$ cat src/rtl/a_edge_counter.sv
// -----------------------------------------------------------------------------
// a_edge_counter
//
// Debounces a raw single-bit input and counts its debounced rising edges into a
// WIDTH-bit up/down counter that either wraps or saturates at its bounds.
// Provides a synchronous load and a one-cycle terminal-count pulse.
//
// Parameters
//   WIDTH     counter width, q spans 0 .. 2^WIDTH-1
//   DEBOUNCE  consecutive identical samples needed to change a_filt (>= 1)
//   SATURATE  0: wrap at the bounds, 1: hold at the bounds
//
// Ports
//   clock     in   1      single clock, rising edge
//   reset_n   in   1      asynchronous active-low reset
//   a         in   1      raw input
//   dir       in   1      1: count up, 0: count down (sampled on the count edge)
//   load      in   1      synchronous load strobe, overrides counting
//   load_val  in   WIDTH  value loaded into q when load=1
//   q         out  WIDTH  counter value (registered)
//   a_filt    out  1      debounced a (registered)
//   tc        out  1      one-cycle pulse after a bound crossing / attempt
//
// Build option
//   A_SYNC_EN  when defined, a passes through a 2-FF synchroniser before the
//              debounce FSM, delaying a_filt and q by two cycles.
// -----------------------------------------------------------------------------
`timescale 1ns/1ps

module a_edge_counter #(
  parameter int WIDTH    = 3,
  parameter int DEBOUNCE = 2,
  parameter bit SATURATE = 1'b0
) (
  input  logic             clock,
  input  logic             reset_n,
  input  logic             a,
  input  logic             dir,
  input  logic             load,
  input  logic [WIDTH-1:0] load_val,
  output logic [WIDTH-1:0] q,
  output logic             a_filt,
  output logic             tc
);

  localparam int               DB_W    = $clog2(DEBOUNCE) + 1;
  localparam logic [DB_W-1:0]  DB_LAST = DB_W'(DEBOUNCE - 1);
  localparam logic [WIDTH-1:0] MAX     = '1;

  typedef enum logic [1:0] {LOW, RISE, HIGH, FALL} state_t;

  state_t          state_q, state_d;
  logic [DB_W-1:0] db_cnt_q, db_cnt_d;
  logic            a_s;
  logic            count_ev;

  // ---------------------------------------------------------------------------
  // Input conditioning
  // ---------------------------------------------------------------------------
`ifdef A_SYNC_EN
  logic [1:0] sync_q;

  always_ff @(posedge clock or negedge reset_n) begin
    if (!reset_n) begin
      sync_q <= '0;
    end else begin
      sync_q <= {sync_q[0], a};
    end
  end

  assign a_s = sync_q[1];
`else
  assign a_s = a;
`endif

  // ---------------------------------------------------------------------------
  // Debounce FSM: next state and count event
  // ---------------------------------------------------------------------------
  always_comb begin
    // NOTE: every output of this block gets a default first so that no path
    // leaves a variable unassigned, which would infer a latch.
    state_d  = state_q;
    db_cnt_d = db_cnt_q;
    count_ev = 1'b0;

    unique case (state_q)
      LOW: begin
        if (a_s) begin
          if (DEBOUNCE == 1) begin
            state_d  = HIGH;
            count_ev = 1'b1;
          end else begin
            state_d  = RISE;
            db_cnt_d = DB_W'(1);
          end
        end
      end

      RISE: begin
        if (!a_s) begin
          state_d = LOW;
        end else if (db_cnt_q == DB_LAST) begin
          state_d  = HIGH;
          count_ev = 1'b1;
        end else begin
          db_cnt_d = db_cnt_q + DB_W'(1);
        end
      end

      HIGH: begin
        if (!a_s) begin
          if (DEBOUNCE == 1) begin
            state_d = LOW;
          end else begin
            state_d  = FALL;
            db_cnt_d = DB_W'(1);
          end
        end
      end

      FALL: begin
        // A bounce back high during the falling debounce returns to HIGH
        // without producing a second count event.
        if (a_s) begin
          state_d = HIGH;
        end else if (db_cnt_q == DB_LAST) begin
          state_d = LOW;
        end else begin
          db_cnt_d = db_cnt_q + DB_W'(1);
        end
      end

      default: state_d = LOW;
    endcase
  end

  // ---------------------------------------------------------------------------
  // FSM state register; a_filt is registered from the next state so it
  // changes on the same edge as the state itself.
  // ---------------------------------------------------------------------------
  always_ff @(posedge clock or negedge reset_n) begin
    // NOTE: sequential state is updated with non-blocking assignments so every
    // flop samples the pre-edge values regardless of statement order.
    if (!reset_n) begin
      state_q  <= LOW;
      db_cnt_q <= '0;
      a_filt   <= 1'b0;
    end else begin
      state_q  <= state_d;
      db_cnt_q <= db_cnt_d;
      a_filt   <= (state_d == HIGH) || (state_d == FALL);
    end
  end

  // ---------------------------------------------------------------------------
  // Counter and terminal-count pulse. Load wins over a coincident count event,
  // which is then dropped entirely (no tc).
  // ---------------------------------------------------------------------------
  always_ff @(posedge clock or negedge reset_n) begin
    if (!reset_n) begin
      q  <= '0;
      tc <= 1'b0;
    end else begin
      tc <= 1'b0;
      if (load) begin
        q <= load_val;
      end else if (count_ev) begin
        if (dir) begin
          if (q == MAX) begin
            q  <= SATURATE ? MAX : '0;
            tc <= 1'b1;
          end else begin
            q <= q + WIDTH'(1);
          end
        end else begin
          if (q == '0) begin
            q  <= SATURATE ? '0 : MAX;
            tc <= 1'b1;
          end else begin
            q <= q - WIDTH'(1);
          end
        end
      end
    end
  end

endmodule

$ cat config.mk
export PLATFORM = sky130hd
export DESIGN_NAME = a_edge_counter
export DESIGN_NICKNAME = d
export VERILOG_FILES = /design/src/rtl/a_edge_counter.sv
export SDC_FILE = /design/constraint.sdc
export NUM_CORES = 1
export LEC_CHECK = 0
export ABC_AREA = 1
export CORE_UTILIZATION = 40
export DETAILED_ROUTE_END_ITERATION = 8
export PLACE_DENSITY = 0.77
export SLEW_MARGIN = 20
export SYNTH_ARGS = -nofsm -noshare
export SYNTH_HDL_FRONTEND = slang
export SYNTH_SLANG_ARGS = --single-unit
$ cat constraint.sdc
create_clock -name clock -period 2.05 [get_ports clock]
set_input_delay 0.615 -clock clock [delete_from_list [all_inputs] [get_ports clock]]
set_output_delay 0.615 -clock clock [all_outputs]
set_load 0.01 [all_outputs]
==> results of run 1 <==
[stage by stage]
| stage | util | total power, mW | std cells | area, µm² | setup slack, ns |
|---|---|---|---|---|---|
| finish | 0.594 | 0.796 | 100 | 704 | 0.207 |
| global route | 0.594 | 0.885 | 100 | 704 | 0.144 |
| CTS | 0.594 | 0.807 | 100 | 704 | 0.189 |
| detailed placement | 0.572 | 0.669 | 96 | 678 | 0.285 |
| global placement | 0.572 | 0.653 | 96 | 678 | 0.350 |
| floorplan | - | 0.534 | 70 | 541 | 0.670 |
[synth_stat cells]
library cell | n | area (µm²)
o31ai_1 | 1 | 7.51
a21oi_1 | 3 | 15.0
o22ai_1 | 1 | 6.26
or2_1 | 2 | 12.5
nor2_4 | 1 | 11.3
inv_2 | 4 | 15.0
inv_1 | 7 | 26.3
nor2_1 | 2 | 7.51
dfrtp_1 | 9 | 225
nand3_1 | 3 | 15.0
nand2_1 | 24 | 90.1
nand3_2 | 1 | 10.0
o21ai_0 | 5 | 25.0
ha_1 | 5 | 62.6
nor3_1 | 1 | 5.00
or2_0 | 1 | 6.26
[worst max path at each step]
stage                     slack [ns]  depth (start not counted)  startpoint  endpoint
after detailed placement        0.28                          7         dir      q[2]
after CTS                       0.19                          1        q[2]      q[2]
after floorplan                 0.67                          7        q[0]      q[2]
final                           0.21                          1        q[2]      q[2]
after global placement          0.35                          7         dir      q[2]
after global routing            0.14                          1        q[2]      q[2]
[cells in the final DEF, fill, tap and decap left out]
master           instances
nor3_1                   1
nand3_2                  1
o21ai_0                  5
ha_1                     5
nor2_1                   2
dfrtp_1                  9
clkbuf_1                 1
o22ai_1                  1
clkbuf_4                 3
clkdlybuf4s50_1         12
nor2_4                   1
or2_0                    1
nand2_1                 24
nand3_1                  3
a21oi_1                  3
o31ai_1                  1
inv_2                    4
or2_1                    2
inv_1                    7
[metal layers]
metal  global-route usage  vias to the layer above  share of wire
met4               0.0948                        0         0.0092
met3               0.0751                        2          0.043
li1                     -                      253              -
met1                0.196                      205           0.50
met5                    0                        -              0
met2                0.254                       12           0.44
[registers in the layout (all words and copies together) (netlist names)]
register	count
tc	1
db_cnt_q	2
a_filt	1
state_q	2
q	3
[report_power, final]
part / leakage, nW / switching, mW / total (mW) / internal, mW
Sequential: 0.110 / 0.0473 / 0.292 / 0.245
Combinational: 0.234 / 0.203 / 0.371 / 0.167
Clock: 0.0150 / 0.0585 / 0.133 / 0.0748
Total: 0.360 / 0.309 / 0.796 / 0.487
[kinds of logic after synthesis]
family,count (synthesis)
buffers and inverters,11
adder cells (fa/ha/maj),5
AND/OR/NAND/NOR,35
flip-flops,9
AO/OA/AOI/OAI,10
[area by class of cell]
class	count	area, µm²
Sequential cell	9	225
Tap cell	14	17.5
Fill cell	105	482
Inverter	11	41.3
Clock buffer	4	26.3
Multi-Input combinational cell	50	274
Timing Repair Buffer	12	120
==> qor.txt, run 1 <==
Outcome -> complete, no violations
Setup crit end kind -> primary output
Vias in the first global route -> 422
Area grow syn2layout -> 30.3%
Tightest Pin Transition -> 0.397 ns
Drt via density -> 4.72
Setup TNS -> 0 ns
Hold endpoint -> db_cnt_q[0]
Worst slew margin -> 0.735
# nets final -> 100
Initial Util -> 0.456
Post-Synth Adder-Cell Area -> 0.116
GRT overflow -> 0
CP Cell Sequence -> clkdlybuf4s50_1
Setup violations, final -> 0
Clock Skews -> 0.00334 ns
Critical-path top delay cell -> clkdlybuf4s50_1
Final hold vios -> 0
Worst hold path cell count -> 1
# Post-CTS Setup Buffers -> 0
# H-tree levels -> 1
Row count -> 12
R2R Setup Slk -> 0.60 ns
Setup CP Type -> reg -> out
Simple-Gate Fraction of Synth Area -> 0.292
Largest net degree at the start of global routing -> 10
CTS Buf Count -> 3
Die area -> 0.00150 mm²
# resized after CTS -> 0
Startpoint Class -> flip-flop
GP Congestion -> 0.741
Initial antenna violation count -> 0
Clk slew on worst S/H paths -> 0.06 ns
Worst r2r src -> q[0]
Final ANT Viol Nets -> 0
Hold Crit Class -> reg -> reg
Register bit total from synthesis -> 9
Mux contribution to synthesized area -> 0
Routed len/inst -> 9.80 µm
Synthesized area per cell -> 7.72 µm²
Post-synthesis xor/xnor area fraction -> 0
Worst Hold Launch -> db_cnt_q[0]
CTS max path bufs -> 2
Max Slew Vio Count -> 0
Combinational family with the most area after synthesis -> simple AND/OR/NAND/NOR gates
Power density cells -> 1130 mW/mm²
Worst vdd ir -> 0.700 mV
Final period utilization -> 0.899
TritonCTS clock tree -> yes
Total track usage -> 0.169
RSZ-0062 raised after global routing -> false
I/O pin count -> 13
DR vias -> 472
Crit-path max cell delay -> 0.56 ns
Die Width -> 38.8 µm
Worst path bufs/invs -> 1
Post-CTS Hold Buffers -> 0
Crit Path Max Fanout -> 5
Max frequency -> 542 MHz
Data arrival, critical path -> 1.23 ns
MaxCap Viol Count -> 0
Router iterations before antenna repair -> 4
First-pass GRT wire length -> 1660 µm
Detailed placement HPWL -> 799 µm
Residual DRC -> 0
YS warnings -> 0
Cell Area, Synth -> 541 µm²
Diode count -> 0
Share of cells above drive strength 1 -> 0.105
Pleak -> 0.360 nW
WHS -> 0.497 ns
Reg2reg end -> q[2]
Clk_lat worst skew -> 0.25 ns
Root Driver -> clkbuf_4
Routed WL -> 980 µm
# port buffers -> 12
Synth cell types -> 16
Mapped Nets -> 83
Worst EP required -> 1.43 ns
Post-layout min period -> 1.84 ns
Synth Area in Compound Gates -> 0.0995
Gate Count Post-Synth -> 70
Cells on worst reg2reg path -> 7
CP top delay family -> buffers and inverters
1st-iter DRT viols -> 12
Sink Count -> 9
Part of the Yosys area used for sequential elements -> 0.417
Die Y -> 38.8 µm
Area of the core -> 0.00119 mm²
Power figures use the tool's default switching activity.
==> run 2: changes to the inputs <==
- clock period: 2.05 -> 1.91 ns (I/O delays scaled with it)
==> qor.txt, run 2 (synthesis gave the netlist of run 1 again) <==
Outcome -> complete, no violations
Placement Cell Area -> 678 µm²
First-pass GRT wire length -> 1880 µm
Initial antenna violation count -> 0
Met3 Track Usage GR -> 0.0347
Final hold vios -> 0
1st-iter DRT viols -> 20
Final WS setup -> 0.0909 ns
Max reg flops -> 3
Layout Utilization -> 0.594
# H-tree levels -> 1
Largest net degree at the start of global routing -> 10
Startpoint Class -> flip-flop
# nets final -> 100
Setup CP Type -> reg -> out
Row count -> 12
Hold Crit Class -> reg -> reg
Vias in the first global route -> 462
Die Y -> 38.8 µm
# resized after CTS -> 0
Power density cells -> 1220 mW/mm²
Max Slew Vio Count -> 0
CTS max path bufs -> 2
MaxCap Viol Count -> 0
Detailed placement HPWL -> 778 µm
Final period utilization -> 0.952
Worst EP required -> 1.34 ns
Routed len/inst -> 10.0 µm
Worst vdd ir -> 0.637 mV
Clk slew on worst S/H paths -> 0.06 ns
Total track usage -> 0.188
Most used routing layer -> met2
Final ANT Viol Nets -> 0
Diode count -> 0
# Post-CTS Setup Buffers -> 0
R2R Setup Slk -> 0.47 ns
Worst slew margin -> 0.727
Die area -> 0.00150 mm²
Router iterations before antenna repair -> 4
Setup violations, final -> 0
Worst slack at placement -> 0.221 ns
DR vias -> 477
GRT overflow -> 0
I/O pin count -> 13
Root Driver -> clkbuf_4
Pwr Total -> 856 µW
Setup TNS -> 0 ns
Crit Path Max Fanout -> 5
Tightest Pin Transition -> 0.408 ns
Register bank with the most flops -> q
Routed WL -> 1000 µm
Critical-path top delay cell -> clkdlybuf4s50_1
Max frequency -> 550 MHz
CTS Buf Count -> 3
Setup crit end kind -> primary output
Sink Count -> 9
Crit-path max cell delay -> 0.57 ns
Data arrival, critical path -> 1.25 ns
CP top delay family -> buffers and inverters
Share of cells above drive strength 1 -> 0.105
Area grow syn2layout -> 30.3%
Fin area -> 704 µm²
TritonCTS clock tree -> yes
# port buffers -> 12
Area of the core -> 0.00119 mm²
RSZ-0062 raised after global routing -> false
Clock Skews -> 0.00223 ns
Worst path bufs/invs -> 1
Drt via density -> 4.77
Met1 GRT Util -> 0.233
Top flop regs -> q (3), db_cnt_q (2), state_q (2)
Residual DRC -> 0
Pleak -> 0.360 nW
Initial Util -> 0.456
Most frequent cells in the layout -> nand2_1, clkdlybuf4s50_1, dfrtp_1, inv_1
Met2 Usage GRT -> 0.292
Post-CTS Hold Buffers -> 0
Clk_lat worst skew -> 0.26 ns
GP Congestion -> 0.741
Most common cell after layout, fill and taps aside -> nand2_1
CP Cell Sequence -> clkdlybuf4s50_1
Post-layout min period -> 1.82 ns
Die Width -> 38.8 µm
Filler cells -> 108
[run 2: metrics by stage]
stage	cells	hold slack (ns)
4_1_cts	100	0.509
5_1_grt	100	0.519
6_report	100	0.504
2_1_floorplan	70	0.277
3_5_place_dp	96	0.495
3_3_place_gp	96	0.491
[run 2: layout make-up]
| class | count | area (µm²) | share of cell area |
|---|---|---|---|
| repair buffers | 12 | 120 | 0.171 |
| flip-flops and latches | 9 | 225 | 0.320 |
| clock buffers | 4 | 26.3 | 0.0373 |
| well taps | 14 | 17.5 | 0.0249 |
| inverters | 11 | 41.3 | 0.0586 |
| multi-input cells | 50 | 274 | 0.389 |
[run 2: path summary, 6_finish.rpt]
path,cells past startpoint,endpoint,startpoint
setup / recovery,1,q[2],q[2]
setup reg to reg,7,q[2],q[0]
max in group asynchronous,1,q[0],reset_n
hold reg to reg,1,db_cnt_q[0],db_cnt_q[0]
hold / removal,1,db_cnt_q[0],db_cnt_q[0]
min in group asynchronous,1,db_cnt_q[0],reset_n
[run 2: layer usage]
layer / vias up / share of wire
met4: 0 / 0
met5: - / 0
met3: 0 / 0.049
met1: 208 / 0.47
met2: 15 / 0.48
li1: 254 / -
[run 2: where the power goes]
| group | internal (mW) | switching [mW] | leakage, nW | total [mW] |
|---|---|---|---|---|
| Combinational | 0.179 | 0.218 | 0.234 | 0.398 |
| Clock | 0.0803 | 0.0635 | 0.0150 | 0.144 |
| Sequential | 0.263 | 0.0519 | 0.110 | 0.315 |
==> run 3: changes to the inputs <==
- PLACE_DENSITY: 0.77 -> 0.67
- clock period: 1.91 -> 1.8 ns (I/O delays scaled with it)
==> qor.txt, run 3 (synthesis gave the netlist of run 1 again) <==
Hold Crit Class -> reg -> reg
Total track usage -> 0.177
Most frequent cells in the layout -> nand2_1, clkdlybuf4s50_1, dfrtp_1, inv_1
Worst vdd ir -> 0.752 mV
Pleak -> 0.359 nW
Die area -> 0.00150 mm²
Cell-internal power -> 555 µW
Clock Skews -> 0.000861 ns
Clk slew on worst S/H paths -> 0.06 ns
Area grow syn2layout -> 30.6%
Routed len/inst -> 9.72 µm
CP top delay family -> buffers and inverters
Most common cell after layout, fill and taps aside -> nand2_1
Tightest Pin Transition -> 0.407 ns
Initial antenna violation count -> 0
First-pass GRT wire length -> 1730 µm
Pwr Total -> 902 µW
Residual DRC -> 0
Worst slew margin -> 0.728
Area of the core -> 0.00119 mm²
Met3 Track Usage GR -> 0.0867
Most used routing layer -> met2
Setup CP Type -> reg -> out
# H-tree levels -> 1
GRT overflow -> 0
Top flop regs -> q (3), db_cnt_q (2), state_q (2)
Worst path bufs/invs -> 1
Setup violations, final -> 0
Met1 GRT Util -> 0.236
# Post-CTS Setup Buffers -> 0
Clk network pwr share -> 0.165
Crit Path Max Fanout -> 4
Final hold vios -> 0
Net Sw Power -> 346 µW
Max Slew Vio Count -> 0
CP Cell Sequence -> clkdlybuf4s50_1
Share of cells above drive strength 1 -> 0.116
CTS Buf Count -> 3
Final period utilization -> 0.972
RSZ-0062 raised after global routing -> false
Setup crit end kind -> primary output
Drt via density -> 4.65
Vias in the first global route -> 411
Post-CTS Hold Buffers -> 0
Largest net degree at the start of global routing -> 10
Clk_lat worst skew -> 0.25 ns
Dpl cells -> 96
1st-iter DRT viols -> 8
Setup TNS -> 0 ns
Switching part of the total -> 0.384
# nets final -> 100
Final ANT Viol Nets -> 0
Data arrival, critical path -> 1.21 ns
Power density cells -> 1280 mW/mm²
Die Y -> 38.8 µm
# port buffers -> 12
GP Congestion -> 0.701
Max reg flops -> 3
Combinational Power Share -> 0.464
Startpoint Class -> flip-flop
Router iterations before antenna repair -> 2
Reg power frac -> 0.371
# resized after CTS -> 0
Detailed placement HPWL -> 774 µm
Die Width -> 38.8 µm
Initial Util -> 0.456
Root Driver -> clkbuf_4
Sink Count -> 9
WHS -> 0.494 ns
Critical-path top delay cell -> clkdlybuf4s50_1
Row count -> 12
Met2 Usage GRT -> 0.250
MaxCap Viol Count -> 0
Register bank with the most flops -> q
CTS max path bufs -> 2
Worst EP required -> 1.26 ns
Routed WL -> 972 µm
Crit-path max cell delay -> 0.56 ns
I/O pin count -> 13
DR vias -> 465
Post-layout min period -> 1.75 ns
Non-Filler Instances -> 100
Diode count -> 0
Max frequency -> 571 MHz
TritonCTS clock tree -> yes
Outcome -> complete, no violations
-- run 3: power by group through the flow --
stage / sequential [mW] / clock [mW] / combinational, mW
final: 0.334 / 0.149 / 0.418
after global routing: 0.349 / 0.170 / 0.486
after CTS: 0.332 / 0.158 / 0.424
after detailed placement: 0.335 / 0 / 0.421
after global placement: 0.333 / 0 / 0.417
after floorplan: 0.341 / 0 / 0.268
-- run 3: area by class of cell --
type / instances / area [µm²]
tap: 14 / 17.5
fill: 118 / 480
sequential: 9 / 226
inverter: 11 / 41.3
timing repair buffer: 12 / 120
clock buffer: 4 / 26.3
multi-input combinational: 50 / 274
-- run 3: per-layer routing --
layer  up-vias  share of wire
li1        254              -
met1       198           0.51
met2        11           0.42
met3         2          0.066
met4         0         0.0082
met5         -              0
-- run 3: worst paths after layout --
check                      cells after the start  slack [ns]        start           to
hold reg to reg                                1        0.49  db_cnt_q[0]  db_cnt_q[0]
hold / removal                                 1        0.49  db_cnt_q[0]  db_cnt_q[0]
setup reg to reg                               7        0.39         q[0]         q[2]
max in group asynchronous                      1        0.91      reset_n         q[2]
min in group asynchronous                      1        0.58      reset_n   state_q[0]
setup / recovery                               1        0.05         q[0]         q[0]
-- run 3: worst reg2reg max path, stage by stage, from the launching register on --
cell,delay [ns]
dfrtp_1,0.41
ha_1,0.21
ha_1,0.27
or2_0,0.21
nand2_1,0.07
nand2_1,0.04
nand2_1,0.05
nand2_1,0.04
-- run 3: through the flow --
step | util | instance area [µm²] | setup WS [ns]
finish | 0.595 | 706 | 0.0496
global route | 0.595 | 706 | 0.000375
CTS | 0.594 | 704 | 0.00785
detailed placement | 0.572 | 678 | 0.145
global placement | 0.572 | 678 | 0.147
floorplan | - | 541 | 0.420
==> patch, RTL diff (flow settings as in run 2) <==
Add a define of `A_SYNC_EN`.
--- a/src/rtl/a_edge_counter.sv
+++ b/src/rtl/a_edge_counter.sv
@@ -28,2 +28,4 @@
 `timescale 1ns/1ps
+
+`define A_SYNC_EN
 
Formal check against the unedited RTL: not equivalent (Yosys sat finds a counterexample within 4 cycles, from zero or initial values and one cycle with reset_n low).
==> patch against run 2 <==
First-iteration DRC count decreased by 35%. Sequential power increased by 15%. Sequential cell count increased by 2. Synthesized area increased by 11%. Clock power increased by 7%. Fmax decreased by 0.49%. Critical path depth unchanged. Worst setup slack got worse by 8.9 ps. Wire length increased by 1.7%. Total power increased by 8.5%. Core utilization decreased by 2.7 points. Final area increased by 8.7%. Critical path type unchanged.
==> patch: results (changes against run 2) <==
[timing]
max_slew_margin_pct=67.8  ; -5.0 points
skew_ps=7.94  ; +5.71 ps
holdWs_ps=356  ; -148 ps
setup_ws_ps=82.0  ; -8.89 ps

[setup_path]
r2r_cells=6  ; -1
r2r_slack_ps=580  ; +110 ps

[detailed_routing]
drt-initial-drc-count=13  ; -35%
route.met2.wl_um=492  ; +2.7%
viasPerCell=4.72  ; -1.1%
postRouteWirelength_mm=1.02  ; +1.7%
dr_wl_met3_um=53  ; +8.2%
m1WireLength_um=472  ; -0.21%
post_drt_wl_per_cell_um=9.35  ; -6.7%

[grt]
grt_use_total_pct=14.2  ; -4.7 points
grt_pass1_wl_mm=1.52  ; -19%
grt_pass1_vias=417  ; -9.7%
grt_max_degree=12  ; +2

[place]
dpl_worst_slack_ps=236  ; +14.7 ps
dpl-instance-area_um2=739  ; +9.0%
placed_cells_incl_taps=105  ; +9.4%
place_hpwl_um=821  ; +5.5%

[power_and_ir_drop]
switching_share_pct=38.6  ; -0.32 points
p_leak_nw=0.402  ; +12%
seq-power_mw=0.363  ; +15%
clock_power_share_pct=16.6  ; -0.2 points
irDropWorstVdd_uv=585  ; -8.2%
pg_clk_mw=0.154  ; +7%

[worst_hold_path]
min_to=sync_q[1]$_DFF_PN0_
whs_path_depth=0  ; -1
min-delay-start=sync_q[0]$_DFF_PN0_

[final_layout]
drive_above_1_share_pct=11.7  ; +1.2 points
nets=108  ; +8.0%

[synth]
syn-num-nets=91  ; +9.6%
synth_area_leaders=dfrtp_1 46%, nand2_1 18%, ha_1 10%
ys_top_cells_by_count=28 x nand2_1, 11 x dfrtp_1, 9 x inv_1
avgSynthCellArea_um2=7.70  ; -0.28%

[outcome]
status=complete, no violations

[patch: per-layer routing]
layer  up-vias  GRT usage, %
met5         -             0
met4         0          7.50
met3         0          3.26
met2        12          25.4
met1       230          15.3
li1        272             -
[patch: cells by family (layout without fill, tap and decap cells)]
family | after synthesis | after routing | synth area share (%)
AOI/OAI and AO/OA | 6 | 6 | 5.00
buffers and inverters | 13 | 29 | 8.12
adders and majority gates | 5 | 5 | 10.4
and+or+nand+nor | 43 | 43 | 30.6
DFF | 11 | 11 | 45.8
[patch: area by class of cell]
cell class | instances | area (µm²)
timing repair buffer | 12 | 120
inverter | 13 | 48.8
tap | 15 | 18.8
sequential | 11 | 275
clock buffer | 4 | 26.3
multi-input combinational | 54 | 277
fill | 124 | 584
[patch: worst register-to-register path: cells and delay by family (launching register included)]
family,cells,cell delay (ps)
AO/OA/AOI/OAI,1,150
flip-flops,1,400
adder cells (fa/ha/maj),2,490
AND/OR/NAND/NOR,3,190
